`src/rtl/param_reg_file.sv`:
```
`default_nettype none
// ============================================================================
//  Module   : param_reg_file
//  Purpose  : Parametrised register file with one write port and NUM_RD read
//             ports, write-through bypass, optional hard-wired zero register,
//             optional registered reads and a per-register busy scoreboard
//             used by decode to detect RAW hazards.
//  Ports    : clk, rst          - clock, synchronous active-high reset
//             rd_addr_i         - packed read addresses, port i at [i*ADDR_W +: ADDR_W]
//             rd_data_o         - packed read data, port i at [i*DATA_W +: DATA_W]
//             rd_busy_o         - per-port busy flag of the addressed register
//             wr_en_i/addr/data - write port; a write also clears busy
//             rsv_en_i/addr     - reservation port; sets busy
//             busy_vec_o        - registered scoreboard, bit n = busy[n]
//  Revision : 1.0 - initial release
// ============================================================================
module param_reg_file #(
  parameter int DATA_W    = 16,
  parameter int ADDR_W    = 4,
  parameter int NUM_RD    = 2,
  parameter int ZERO_REG  = 0,
  parameter int SYNC_READ = 0
) (
  input  logic                     clk,
  input  logic                     rst,
  input  logic [NUM_RD*ADDR_W-1:0] rd_addr_i,
  output logic [NUM_RD*DATA_W-1:0] rd_data_o,
  output logic [NUM_RD-1:0]        rd_busy_o,
  input  logic                     wr_en_i,
  input  logic [ADDR_W-1:0]        wr_addr_i,
  input  logic [DATA_W-1:0]        wr_data_i,
  input  logic                     rsv_en_i,
  input  logic [ADDR_W-1:0]        rsv_addr_i,
  output logic [2**ADDR_W-1:0]     busy_vec_o
);

  localparam int DEPTH   = 2**ADDR_W;
  localparam bit ZERO_EN = (ZERO_REG != 0);

  logic [DATA_W-1:0] regs_q [DEPTH];
  logic [DEPTH-1:0]  busy_q;
  logic [DEPTH-1:0]  busy_d;
  logic              wr_ok;
  logic              rsv_ok;

  // Writes and reservations aimed at the hard-wired zero register are dropped.
  assign wr_ok  = wr_en_i  && !(ZERO_EN && (wr_addr_i  == '0));
  assign rsv_ok = rsv_en_i && !(ZERO_EN && (rsv_addr_i == '0));

  // Reservation is applied after the write clear so that a same-address
  // collision leaves the register busy: a newer producer is in flight.
  always_comb begin
    busy_d = busy_q;
    if (wr_ok)  busy_d[wr_addr_i]  = 1'b0;
    if (rsv_ok) busy_d[rsv_addr_i] = 1'b1;
  end

  always_ff @(posedge clk) begin
    if (rst) begin
      for (int n = 0; n < DEPTH; n++) regs_q[n] <= '0;
      busy_q <= '0;
    end else begin
      if (wr_ok) regs_q[wr_addr_i] <= wr_data_i;
      busy_q <= busy_d;
    end
  end

  assign busy_vec_o = busy_q;

  generate
    for (genvar g = 0; g < NUM_RD; g++) begin : g_rd
      logic [ADDR_W-1:0] addr;
      logic              zero;
      logic              hit;
      logic [DATA_W-1:0] data_d;

      assign addr = rd_addr_i[g*ADDR_W +: ADDR_W];
      assign zero = ZERO_EN && (addr == '0);
      assign hit  = wr_en_i && (wr_addr_i == addr);

      // Zero register takes priority over the bypass so r0 never leaks wr_data.
      assign data_d = zero ? '0 : (hit ? wr_data_i : regs_q[addr]);

      // A same-cycle write resolves the hazard; same-cycle reservations only
      // become visible once registered.
      assign rd_busy_o[g] = !zero && busy_q[addr] && !hit;

      if (SYNC_READ != 0) begin : g_sync
        logic [DATA_W-1:0] data_q;
        always_ff @(posedge clk) begin
          if (rst) data_q <= '0;
          else     data_q <= data_d;
        end
        assign rd_data_o[g*DATA_W +: DATA_W] = data_q;
      end else begin : g_comb
        assign rd_data_o[g*DATA_W +: DATA_W] = data_d;
      end
    end
  endgenerate

endmodule
`default_nettype wire

```
`config.mk`:
```
export PLATFORM = sky130hd
export DESIGN_NAME = param_reg_file
export DESIGN_NICKNAME = d
export VERILOG_FILES = /design/src/rtl/param_reg_file.sv
export SDC_FILE = /design/constraint.sdc
export NUM_CORES = 1
export LEC_CHECK = 0
export CAP_MARGIN = 10
export CORE_UTILIZATION = 55
export CTS_BUF_LIST = sky130_fd_sc_hd__clkbuf_8
export CTS_CLUSTER_SIZE = 20
export DETAILED_ROUTE_END_ITERATION = 8
export DONT_BUFFER_PORTS = 1
export PLACE_DENSITY = 0.74
export RECOVER_POWER = 100
export SYNTH_ARGS = -nofsm -noshare
export SYNTH_HDL_FRONTEND = slang
export SYNTH_SLANG_ARGS = --single-unit
```
`constraint.sdc`:
```
create_clock -name clk -period 1.35 [get_ports clk]
set_input_delay 0.0675 -clock clk [delete_from_list [all_inputs] [get_ports clk]]
set_output_delay 0.0675 -clock clk [all_outputs]
set_load 0.03 [all_outputs]
```
; Word-level counts from Yosys, hierarchy flattened
; Memory sizes are Yosys's and may differ from the RTL's.
; Cells that the tools add are included.
[word_totals]
reg_bits = 16
ram_bits = 256
in_bits = 36
output_inout_bits = 50
wordCells = 42
n_memories = 1
[op_classes]
order_cmp = 6
n_eq_ne = 2
n_mux = 20
n_bitwise = 3
n_reduce_logical = 9
[memory_table]
columns = name, words, width, rd, rd_ports_with_merged_regs, write_ports, line_no
row1 = regs_q, 16, 16, 2, 0, 16, 40  ; logic [DATA_W-1:0] regs_q [DEPTH];
[op_table]
columns = operator, n
row1 = $mux W16, 5
row2 = $lt A4 B5 Y1 const B, 4
row3 = $and A16 B16 Y16, 1
row4 = $not A16 Y16, 1
row5 = $or A16 B16 Y16, 1
row6 = $reduce_or A16 Y1, 1
row7 = $mux W1, 10
row8 = $bmux W1 S4, 2
row9 = $demux W1 S4, 2
row10 = $eq A4 B4 Y1, 2
row11 = $ge A4 B1 Y1 const B, 2
row12 = $logic_and A1 B1 Y1, 6
row13 = $mux W4, 1
row14 = $logic_not A1 Y1, 2

; Depth between registers and ports, before layout
[logic_depth]
depth_word = 9
ltp_mapped = 7
depth_no_buf = 4

; Worst setup path before layout
; Ideal clock, no wire load.
[synth_timing]
path_kind = register to output
from = register busy_q[1], in the netlist busy_vec_o[1]
to = output rd_busy_o[0]
arrival_time_ns = 1.768
required_ns = 1.283
setup_slack_ns = -0.486
path_stages_with_launch = 5
n_path_buf = 0
path_cell_list = dfxtp_1 -> mux4_2 -> nor2b_1 -> a211oi_1 -> a211oi_1
[synth_between]
elab_chain_cells = 3
[synth_lines]
columns = item, line_no
row1 = from (decl), 41  ; logic [DEPTH-1:0] busy_q;
row2 = from (signal assigned), 64  ; busy_q <= busy_d;
row3 = $bmux W1 S4, 86  ; assign rd_busy_o[g] = !zero && busy_q[addr] && !hit;
row4 = $mux W1 (not written as such), 86
row5 = $logic_and A1 B1 Y1, 86
row6 = to (decl), 28  ; output logic [NUM_RD-1:0] rd_busy_o,
; No other way between the ends. The select of a mux whose other input is x is not followed.

==> flow_summary.yaml <==
status:
  outcome: "finished, violations left"
  violations: "setup timing"
routing:
  wl_um: 43230
  firstDrtPassIters: 5
  avgRoutedWirePerCell_um: 29.53
  num_vias: 9500
  drc: 0
  vias_per_cell: 6.489
  ant_nets: 0
  drt_iter0_drc: 895
global_route:
  grt_pass1_wl_um: 63090
  grt_overflow: 0
  first_global_vias: 9916
  antenna_found_initial: 1
  grt_max_degree: 70
  grt_usage: 0.3157
worst_setup_path:
  worstPathMaxFanout: 2
  r2r-start: "busy_vec_o[1]"
  critPathArrivalTime_ns: 2.16
  r2r_slack_ns: 0.46
  reg2reg_depth: 3
  timing.rr.end: "busy_vec_o[1]"
  crit_path_top_delay_cell: "mux4_2"
  criticalPathCategory: "reg2out"
  cpPeakStageDelay_ns: 0.49
  cp.required_ns: 1.28
  cp_cell_sequence: "mux4_2 > mux2i_2 > mux2i_1 > mux2_4"
  startpoint: "regs_q[0][12]"
  end_kind: "output port"
  endpoint: "rd_data_o[12]"
  startpoint_type: "register"
floorplanning:
  rows: 60
  die_h_um: 167.9
  core-area_um2: 26950
  die-area_um2: 28200
  die_w_um: 167.9
  boundaryPins: 86
  start_util: 0.5618
clock_network:
  clkTransAtPathRegs_ns: 0.07
  cts_setup_buffers: 0
  clock_path_buffers: 3
  cts_tree: "built"
  htree_levels: 2
  cts_made_buffers: 45
  clock_sinks: 272
  root_buffer: "clkbuf_8"
  worstSkewPairLatency_ns: 0.57
final_layout:
  fin_cells: 1464
  mostFrequentLayoutCell: "edfxtp_1"
  final_cell_mix: "edfxtp_1, and2_1, mux4_2"
  antenna_cells: 0
  area_growth_pct: 12.81
  layout.nets: 1126
  drive_above_1_share: 0.3010
  fin_area_um2: 17080
logic_synthesis:
  synth.avg_cell_area_um2: 15.14
  synth-edff-count: 256
  ys_ff_latch: 272
  synth_area_um2: 15140
  yosysSeqAreaShare: 0.5288
  synthFlopType: "edfxtp_1"
  ys_warn_count: 0
  synth_cells: 1000
  syn_nets: 1036
  ys_async_sr_fraction: 0
  netlist.area_leader.share: 0.5077
  synth.distinct_cells: 33
  synth_top_cell_by_area: "edfxtp_1"
  synth.area.top_cells: "edfxtp_1, mux4_2, and2_1"
power:
  clockPowerShare: 0.349
  p_leak_nw: 6.115
  irDropWorstVdd_mv: 0.7881
  intPower_w: 0.01463
  pwr-share-seq: 0.508
  p_sw_w: 0.004980
  finalPower_w: 0.01961
  combPwrFrac: 0.143
  power_density_nw_per_um2: 1148
  swShare: 0.2539
sta:
  finalCriticalPeriod_ns: 2.231
  fin_skew_ns: 0
  finalWorstSetupSlack_ns: -0.8812
  fin_crit_sh: 1.653
  maxSlewHeadroom: 0.3463
  slew_viol_final: 0
  tightestPinTransition_ns: 0.9806
  setup_viol: 34
  max_freq_ghz: 0.4482
  grt_setup_unrepaired: "true"
  hold_violations: 0
place:
  dp_cells: 1359
  placed_area_um2: 16380
  post-place-ws_ns: -0.4499
  post-dp-hpwl_um: 26310
  place_congestion: 0.8457
  portBuffers: 0
flow_run:
  cap_violations: 0
worst_hold_path:
  hold_class: "in2reg"
-- cells in the mapped netlist, drive strengths merged, types with 2 or more instances --
library cell,number
xor2,2
dfxtp,16
nor2,17
a21o,12
clkbuf,44
nand2,17
mux2i,98
xnor2,6
nor2b,3
buf,40
and2,256
o22ai,3
a31o,4
and2b,2
nor3,8
nand2b,2
mux2,32
mux4,136
a211oi,4
nor3b,3
o21ai,12
nand3,4
edfxtp,256
inv,19
-- worst min path at each step --
stage	startpoint	endpoint	slack [ns]	depth (start not counted)
final	rst	regs_q[9][4]	0.07	4
after global routing	rst	regs_q[9][4]	0.08	4
after CTS	wr_addr_i[2]	regs_q[3][13]	0.009	3
after detailed placement	rsv_addr_i[0]	busy_vec_o[14]	0.20	1
after global placement	rsv_addr_i[0]	busy_vec_o[14]	0.20	1
after floorplan	rsv_addr_i[0]	busy_vec_o[14]	0.19	1
-- power by group through the flow --
stage                     registers [W]  logic, W  clock network [W]
after floorplan                  0.0100   0.00227                  0
after global placement           0.0101   0.00267                  0
after detailed placement         0.0101   0.00270                  0
after CTS                       0.00994   0.00297            0.00690
after global routing             0.0100   0.00293            0.00718
final                           0.00995   0.00281            0.00685
-- through the flow --
stage / util / hold slack, ns / setup TNS (ns)
6_report: 0.6338 / 0.07024 / -27.04
5_1_grt: 0.6338 / 0.08125 / -29.11
4_1_cts: 0.6541 / 0.008982 / -28.10
3_5_place_dp: 0.6079 / 0.1961 / -8.375
3_3_place_gp: 0.6079 / 0.1972 / -7.768
2_1_floorplan: - / 0.1869 / -4.919
-- worst max-delay path: cells and delay by family, from the launching register on --
| kind | cells | cell delay, ns |
|---|---|---|
| multiplexers | 4 | 1.18 |
| flip-flops | 1 | 0.42 |
-- what timing repair did --
item                       4_1_cts  5_1_grt
hold endpoints to repair       512        0
hold buffers                    28        0
cloned                           0        0
setup endpoints to repair       34       35
pin swaps                        3        0
resized for setup               34        7
-- flip-flops by register name, summed over array words and instances, names as in the netlist --
signal and cells:
regs_q 256, busy_vec_o 16
-- logic make-up after synthesis --
| group | Yosys count | share of synthesized area |
|---|---|---|
| muxes | 266 | 0.2909 |
| and+or+nand+nor | 315 | 0.1257 |
| xor gates and xnor gates | 8 | 0.004628 |
| AOI/OAI and AO/OA | 36 | 0.01603 |
| buffers and inverters | 103 | 0.03396 |
| DFF | 272 | 0.5288 |
-- layer usage --
| metal | wire, um | GRT usage | part of all wire |
|---|---|---|---|
| met3 | 3731 | 0.05853 | 0.086 |
| met5 | 0 | 0 | 0 |
| met4 | 1966 | 0.1512 | 0.045 |
| met1 | 16620 | 0.4152 | 0.38 |
| met2 | 20910 | 0.5118 | 0.48 |
-- layout make-up --
cell class | count | area, um^2
Fill cell | 1960 | 9869
Sequential cell | 272 | 8013
Multi-Input combinational cell | 625 | 6894
Timing Repair Buffer | 127 | 847.1
Clock buffer | 49 | 674.4
Tap cell | 341 | 426.7
Clock inverter | 31 | 155.1
Inverter | 19 | 71.32
(Power assumes the default switching activity.)
